<file path="src/rtl/fp_pkg.sv">
// Shared IEEE-754 single-precision types and constants for the FP arithmetic blocks.
package fp_pkg;

  typedef struct packed {
    logic        sign;
    logic [7:0]  exp;
    logic [22:0] frac;
  } fp32_t;

  localparam int unsigned EXP_BIAS = 127;
  localparam int unsigned EXP_MAX  = 255;
  localparam logic [31:0] FP_QNAN  = 32'h7FC0_0000;
  localparam logic [31:0] FP_INF   = 32'h7F80_0000;

  typedef enum logic [2:0] {
    ST_IDLE,
    ST_CHECK,
    ST_MULT,
    ST_NORM_ROUND,
    ST_DONE
  } state_t;

endpackage

</file>
<file path="src/rtl/fp_classify.sv">
// Combinational operand classifier; denormals (exp==0) count as zero.
module fp_classify
  import fp_pkg::*;
(
  input  fp32_t x,
  output logic  is_zero,
  output logic  is_inf,
  output logic  is_nan
);

  // Sign does not affect the class.
  logic unused_sign;
  assign unused_sign = x.sign;

  always_comb begin
    is_zero = (x.exp == 8'd0);
    is_inf  = (x.exp == 8'(EXP_MAX)) && (x.frac == 23'd0);
    is_nan  = (x.exp == 8'(EXP_MAX)) && (x.frac != 23'd0);
  end

endmodule

</file>
<file path="src/rtl/fp_multiplier_seq.sv">
// Multi-cycle IEEE-754 single multiplier: shift-add mantissa product, RNE rounding, DAZ/FTZ,
// valid/ready handshake on operand and result sides.
module fp_multiplier_seq
  import fp_pkg::*;
#(
  parameter int unsigned BITS_PER_CYCLE = 1
) (
  input  logic        clk,
  input  logic        rst,
  input  logic [31:0] a,
  input  logic [31:0] b,
  input  logic        in_valid,
  output logic        in_ready,
  output logic [31:0] result,
  output logic        out_valid,
  input  logic        out_ready
);

  localparam int unsigned K     = BITS_PER_CYCLE;
  localparam int unsigned STEPS = 24 / K;

  if (K < 1 || K > 24 || (24 % K) != 0) begin : g_bad_bits_per_cycle
    $error("fp_multiplier_seq: BITS_PER_CYCLE must divide 24");
  end

  state_t             state;
  fp32_t              a_r;
  fp32_t              b_r;
  logic               sign_r;
  logic signed [9:0]  exp_r;
  logic [23:0]        ma;
  logic [47:0]        prod;
  logic [4:0]         cnt;

  logic a_zero, a_inf, a_nan;
  logic b_zero, b_inf, b_nan;

  fp_classify u_cls_a (.x(a_r), .is_zero(a_zero), .is_inf(a_inf), .is_nan(a_nan));
  fp_classify u_cls_b (.x(b_r), .is_zero(b_zero), .is_inf(b_inf), .is_nan(b_nan));

  // One shift-add step: prod holds {accumulator, unretired multiplier bits}.
  logic [23+K:0] pp;
  logic [23+K:0] step_sum;
  logic [47:0]   prod_step;

  assign pp       = {{K{1'b0}}, ma} * {24'd0, prod[K-1:0]};
  assign step_sum = {{K{1'b0}}, prod[47:24]} + pp;

  if (K == 24) begin : g_step_full
    assign prod_step = step_sum;
  end else begin : g_step_part
    assign prod_step = {step_sum, prod[23:K]};
  end

  // Normalize, round to nearest-even, then saturate to inf or flush to zero.
  logic               guard, sticky, rnd_up;
  logic [22:0]        mant;
  logic [24:0]        mant_rnd;
  logic [22:0]        frac_f;
  logic signed [9:0]  exp_n, exp_f;
  logic [31:0]        norm_result;

  always_comb begin
    if (prod[47]) begin
      mant   = prod[46:24];
      guard  = prod[23];
      sticky = |prod[22:0];
      exp_n  = exp_r + 10'sd1;
    end else begin
      mant   = prod[45:23];
      guard  = prod[22];
      sticky = |prod[21:0];
      exp_n  = exp_r;
    end
    rnd_up   = guard & (sticky | mant[0]);
    mant_rnd = {2'b01, mant} + 25'(rnd_up);
    exp_f    = mant_rnd[24] ? (exp_n + 10'sd1) : exp_n;
    frac_f   = mant_rnd[24] ? 23'd0 : mant_rnd[22:0];
    if (exp_f >= $signed(10'(EXP_MAX))) begin
      norm_result = FP_INF | {sign_r, 31'd0};
    end else if (exp_f <= 10'sd0) begin
      norm_result = {sign_r, 31'd0};
    end else begin
      norm_result = {sign_r, exp_f[7:0], frac_f};
    end
  end

  always_ff @(posedge clk) begin
    if (rst) begin
      state     <= ST_IDLE;
      in_ready  <= 1'b1;
      out_valid <= 1'b0;
      result    <= '0;
      a_r       <= '0;
      b_r       <= '0;
      sign_r    <= 1'b0;
      exp_r     <= '0;
      ma        <= '0;
      prod      <= '0;
      cnt       <= '0;
    end else begin
      case (state)
        ST_IDLE: begin
          if (in_valid && in_ready) begin
            a_r      <= a;
            b_r      <= b;
            in_ready <= 1'b0;
            state    <= ST_CHECK;
          end
        end
        ST_CHECK: begin
          sign_r <= a_r.sign ^ b_r.sign;
          state  <= ST_DONE;
          if (a_nan || b_nan || (a_inf && b_zero) || (a_zero && b_inf)) begin
            result <= FP_QNAN;
          end else if (a_inf || b_inf) begin
            result <= FP_INF | {a_r.sign ^ b_r.sign, 31'd0};
          end else if (a_zero || b_zero) begin
            result <= {a_r.sign ^ b_r.sign, 31'd0};
          end else begin
            exp_r <= {2'b00, a_r.exp} + {2'b00, b_r.exp} - 10'(EXP_BIAS);
            ma    <= {1'b1, a_r.frac};
            prod  <= {24'd0, 1'b1, b_r.frac};
            cnt   <= '0;
            state <= ST_MULT;
          end
        end
        ST_MULT: begin
          prod <= prod_step;
          if (cnt == 5'(STEPS - 1)) begin
            state <= ST_NORM_ROUND;
          end else begin
            cnt <= cnt + 5'd1;
          end
        end
        ST_NORM_ROUND: begin
          result <= norm_result;
          state  <= ST_DONE;
        end
        ST_DONE: begin
          // out_valid rises one cycle after entry, then holds until consumed.
          if (!out_valid) begin
            out_valid <= 1'b1;
          end else if (out_ready) begin
            out_valid <= 1'b0;
            in_ready  <= 1'b1;
            state     <= ST_IDLE;
          end
        end
        default: begin
          state     <= ST_IDLE;
          in_ready  <= 1'b1;
          out_valid <= 1'b0;
        end
      endcase
    end
  end

endmodule

</file>
<file path="config.mk">
export PLATFORM = sky130hd
export DESIGN_NAME = fp_multiplier_seq
export DESIGN_NICKNAME = d
export VERILOG_FILES = /design/src/rtl/fp_pkg.sv /design/src/rtl/fp_classify.sv /design/src/rtl/fp_multiplier_seq.sv
export SDC_FILE = /design/constraint.sdc
export NUM_CORES = 1
export LEC_CHECK = 0
export CAP_MARGIN = 20
export CORE_MARGIN = 2
export CORE_UTILIZATION = 45
export DETAILED_ROUTE_END_ITERATION = 10
export PLACE_DENSITY = 0.69
export SLEW_MARGIN = 10
export SYNTH_ARGS = -nofsm -noshare
export SYNTH_HDL_FRONTEND = slang
export SYNTH_SLANG_ARGS = --single-unit
</file>
<file path="constraint.sdc">
create_clock -name clk -period 4.2 [get_ports clk]
set_clock_uncertainty 0.15 [all_clocks]
set_input_delay 0.42 -clock clk [delete_from_list [all_inputs] [get_ports clk]]
set_output_delay 0.42 -clock clk [all_outputs]
set_load 0.005 [all_outputs]
</file>
==> summary.txt, run 1 <==
Core footprint: 21900 um2
Critical R2R Capture: result[23]$_SDFFE_PP0P_
Slew @ Worst Pin: 0.902 ns
N_diodes: 0
Drt via density: 5.56
Critical Path RT: 4.35 ns
Final hold violation count: 0
Power, Total: 4.61 mW
Longest Clk Path Bufs: 2
Critical Path End: result[23]$_SDFFE_PP0P_
Critical path type: reg2reg
Total GRT Usage: 20.7%
Reg2reg start: prod[47]$_SDFFE_PP0P_
Rel. slew slack: 39.4%
WL final: 24800 um
Hold Buf Count CTS: 0
Die X-Extent: 153 um
Hold Path Class: reg2reg
Area delta synth->final: 18.0%
Number of flops mapped to enable cells by yosys: 0
Final period util: 87.6%
Post-CTS Resized: 0
Nets: 1454
Ys async rst share: 0%
# IOs: 102
Status: finished clean
Maximum VDD drop: 252 uV
CTS sink cnt: 189
Syn Area/Cell: 7.82 um2
Leak: 4.45 nW
R2R cell count: 10
Dpl ws: 0.577 ns
RSZ-0062 raised after global routing: no
Crit-path max FO: 52
Synth unique cells: 65
Most frequent cells in the layout: nand2_1, dfxtp_1, a21oi_1, clkdlybuf4s50_1, nor2_1
Placed inst area: 11200 um2
Synth Warn #: 0
Placer Congestion: 0.909
Post-Syn Instances: 1284
MaxCap Viol Count: 0
Final Util: 54.1%
Vias: 9091
Clk Latency, worst-skew pair: 0.44 ns
Setup crit end kind: register
Die height: 153 um
Count of input and output buffers: 101
Critical Path Source Type: register
Fin Hold WS: 0.301 ns
Post-DP HPWL: 17900 um
Residual DRC: 0
Primary FF master, synth: dfxtp_1
Tmin final: 3.68 ns
Design area: 11800 um2
Max Freq: 272 MHz
Antenna viol nets, final: 0
First-pass GRT wire length: 40500 um
Row count: 54
Yosys top cell area share: 37.7%
Largest net degree at the start of global routing: 94
Pre-antenna DRT Iters: 5
Top cells by area, synth: dfxtp_1, nand2_1, a21oi_1
Pwr/cell area: 389 nW/um2
Layout cells sized above 1: 4.87%
Post-CTS Setup Bufs: 0
Setup ws final: 0.520 ns
Worst R2R Setup Slack: 0.52 ns
Commonest non-fill, non-tap cell in the layout: nand2_1
Vias in the first global route: 8124
Clk pin slew, worst setup/hold paths: 0.08 ns
Final max-slew violation count: 0
Placed insts: 1602
Worst setup path start: prod[47]$_SDFFE_PP0P_
GRT overflow: 0
Die area: 23500 um2
TritonCTS clock tree: built
Dominant cell type by area after synthesis: dfxtp_1
Initial Util: 45.9%
WL/cell: 15.2 um
1st-iter DRT viols: 561
Syn_nets: 1397
Syn Std Cell Area: 10000 um2
Final setup TNS: 0 ns
Initial antenna violation count: 0
Setup violators final: 0
H-tree Lvls: 4
Arrival time worst endpoint: 3.83 ns
Clock root buffer: clkbuf_16
Sequential fraction of the synthesis area: 37.7%
CTS buffer count: 17
Post-Layout Cell Count: 1634
Synth Register Bits: 189
## synth_stat cells, types with 7 or more instances
master / number
nand2_1: 303
dfxtp_1: 189
a21oi_1: 163
nor2_1: 70
clkbuf_1: 63
ha_1: 43
xnor2_1: 37
and2_1: 35
o21ai_0: 34
a22o_1: 30
a311oi_1: 30
nand3_1: 30
xor2_1: 24
nor4_1: 22
nor3_1: 21
nand4_1: 20
inv_1: 19
a21o_1: 16
a211oi_1: 14
a31oi_1: 9
mux2i_1: 9
nand2b_1: 8
mux2_2: 7
## metal layers
metal	vias up	share of wire (%)	wire [um]	track usage, %
met5	-	0	0	0
met4	0	1.4	359	5.85
met3	27	4.0	989	2.78
met2	208	45	11100	33.0
met1	4179	50	12300	29.5
li1	4677	-	-	-
## worst max-delay path, cell delays in order, from the launching register on
cell and delay [ns]:
dfxtp_2 0.39, buf_4 0.47, mux2i_1 0.17, nand2b_1 0.22
or3_4 0.37, nor3_4 0.43, o2111ai_1 0.21, xor2_1 0.18
a41o_1 0.25, a21oi_1 0.53, a21oi_1 0.14
## flip-flops by register name, indices dropped and copies added, names as in the netlist, 3 cells and up
name / count
a_r: 32
b_r: 32
cnt: 5
exp_r: 10
ma: 24
prod: 48
result: 32
state: 3
## where the power goes
| part | switching, mW | internal [mW] | total (mW) |
|---|---|---|---|
| Combinational | 0.522 | 0.348 | 0.870 |
| Clock | 0.831 | 0.813 | 1.64 |
| Sequential | 0.152 | 1.95 | 2.10 |
| Total | 1.51 | 3.11 | 4.61 |
## kinds of logic after synthesis
logic type | Yosys count | synth area share (%)
muxes | 17 | 1.80
xor gates and xnor gates | 61 | 5.32
and+or+nand+nor | 546 | 24.7
buffers and inverters | 94 | 3.83
adders and majority gates | 45 | 5.76
DFF | 189 | 37.7
AOI/OAI and AO/OA | 332 | 20.9
## final cells by class
type / instances / area (um2)
multi-input cells: 1001 / 5890
clock buffers: 17 / 425
well taps: 280 / 350
inverters: 19 / 71.3
flip-flops and latches: 189 / 3780
fillers: 2117 / 10000
clock inverters: 15 / 200
repair buffers: 113 / 1120
## worst min path at each step
stage | startpoint | endpoint | cells after the start | slack [ns]
after floorplan | ma[23]$_SDFFE_PP0P_ | ma[23]$_SDFFE_PP0P_ | 2 | 0.28
after global placement | ma[13]$_SDFFE_PP0P_ | ma[13]$_SDFFE_PP0P_ | 2 | 0.29
after detailed placement | ma[13]$_SDFFE_PP0P_ | ma[13]$_SDFFE_PP0P_ | 2 | 0.29
after CTS | ma[13]$_SDFFE_PP0P_ | ma[13]$_SDFFE_PP0P_ | 2 | 0.30
after global routing | ma[6]$_SDFFE_PP0P_ | ma[6]$_SDFFE_PP0P_ | 2 | 0.33
final | ma[13]$_SDFFE_PP0P_ | ma[13]$_SDFFE_PP0P_ | 2 | 0.30
Power figures use the tool's default switching activity.
==> run 2, diff against run 1 <==
- CAP_MARGIN: 20 -> not set
==> results of run 2 <==
The final DEF is identical to that of run 1; final timing and power are the same.
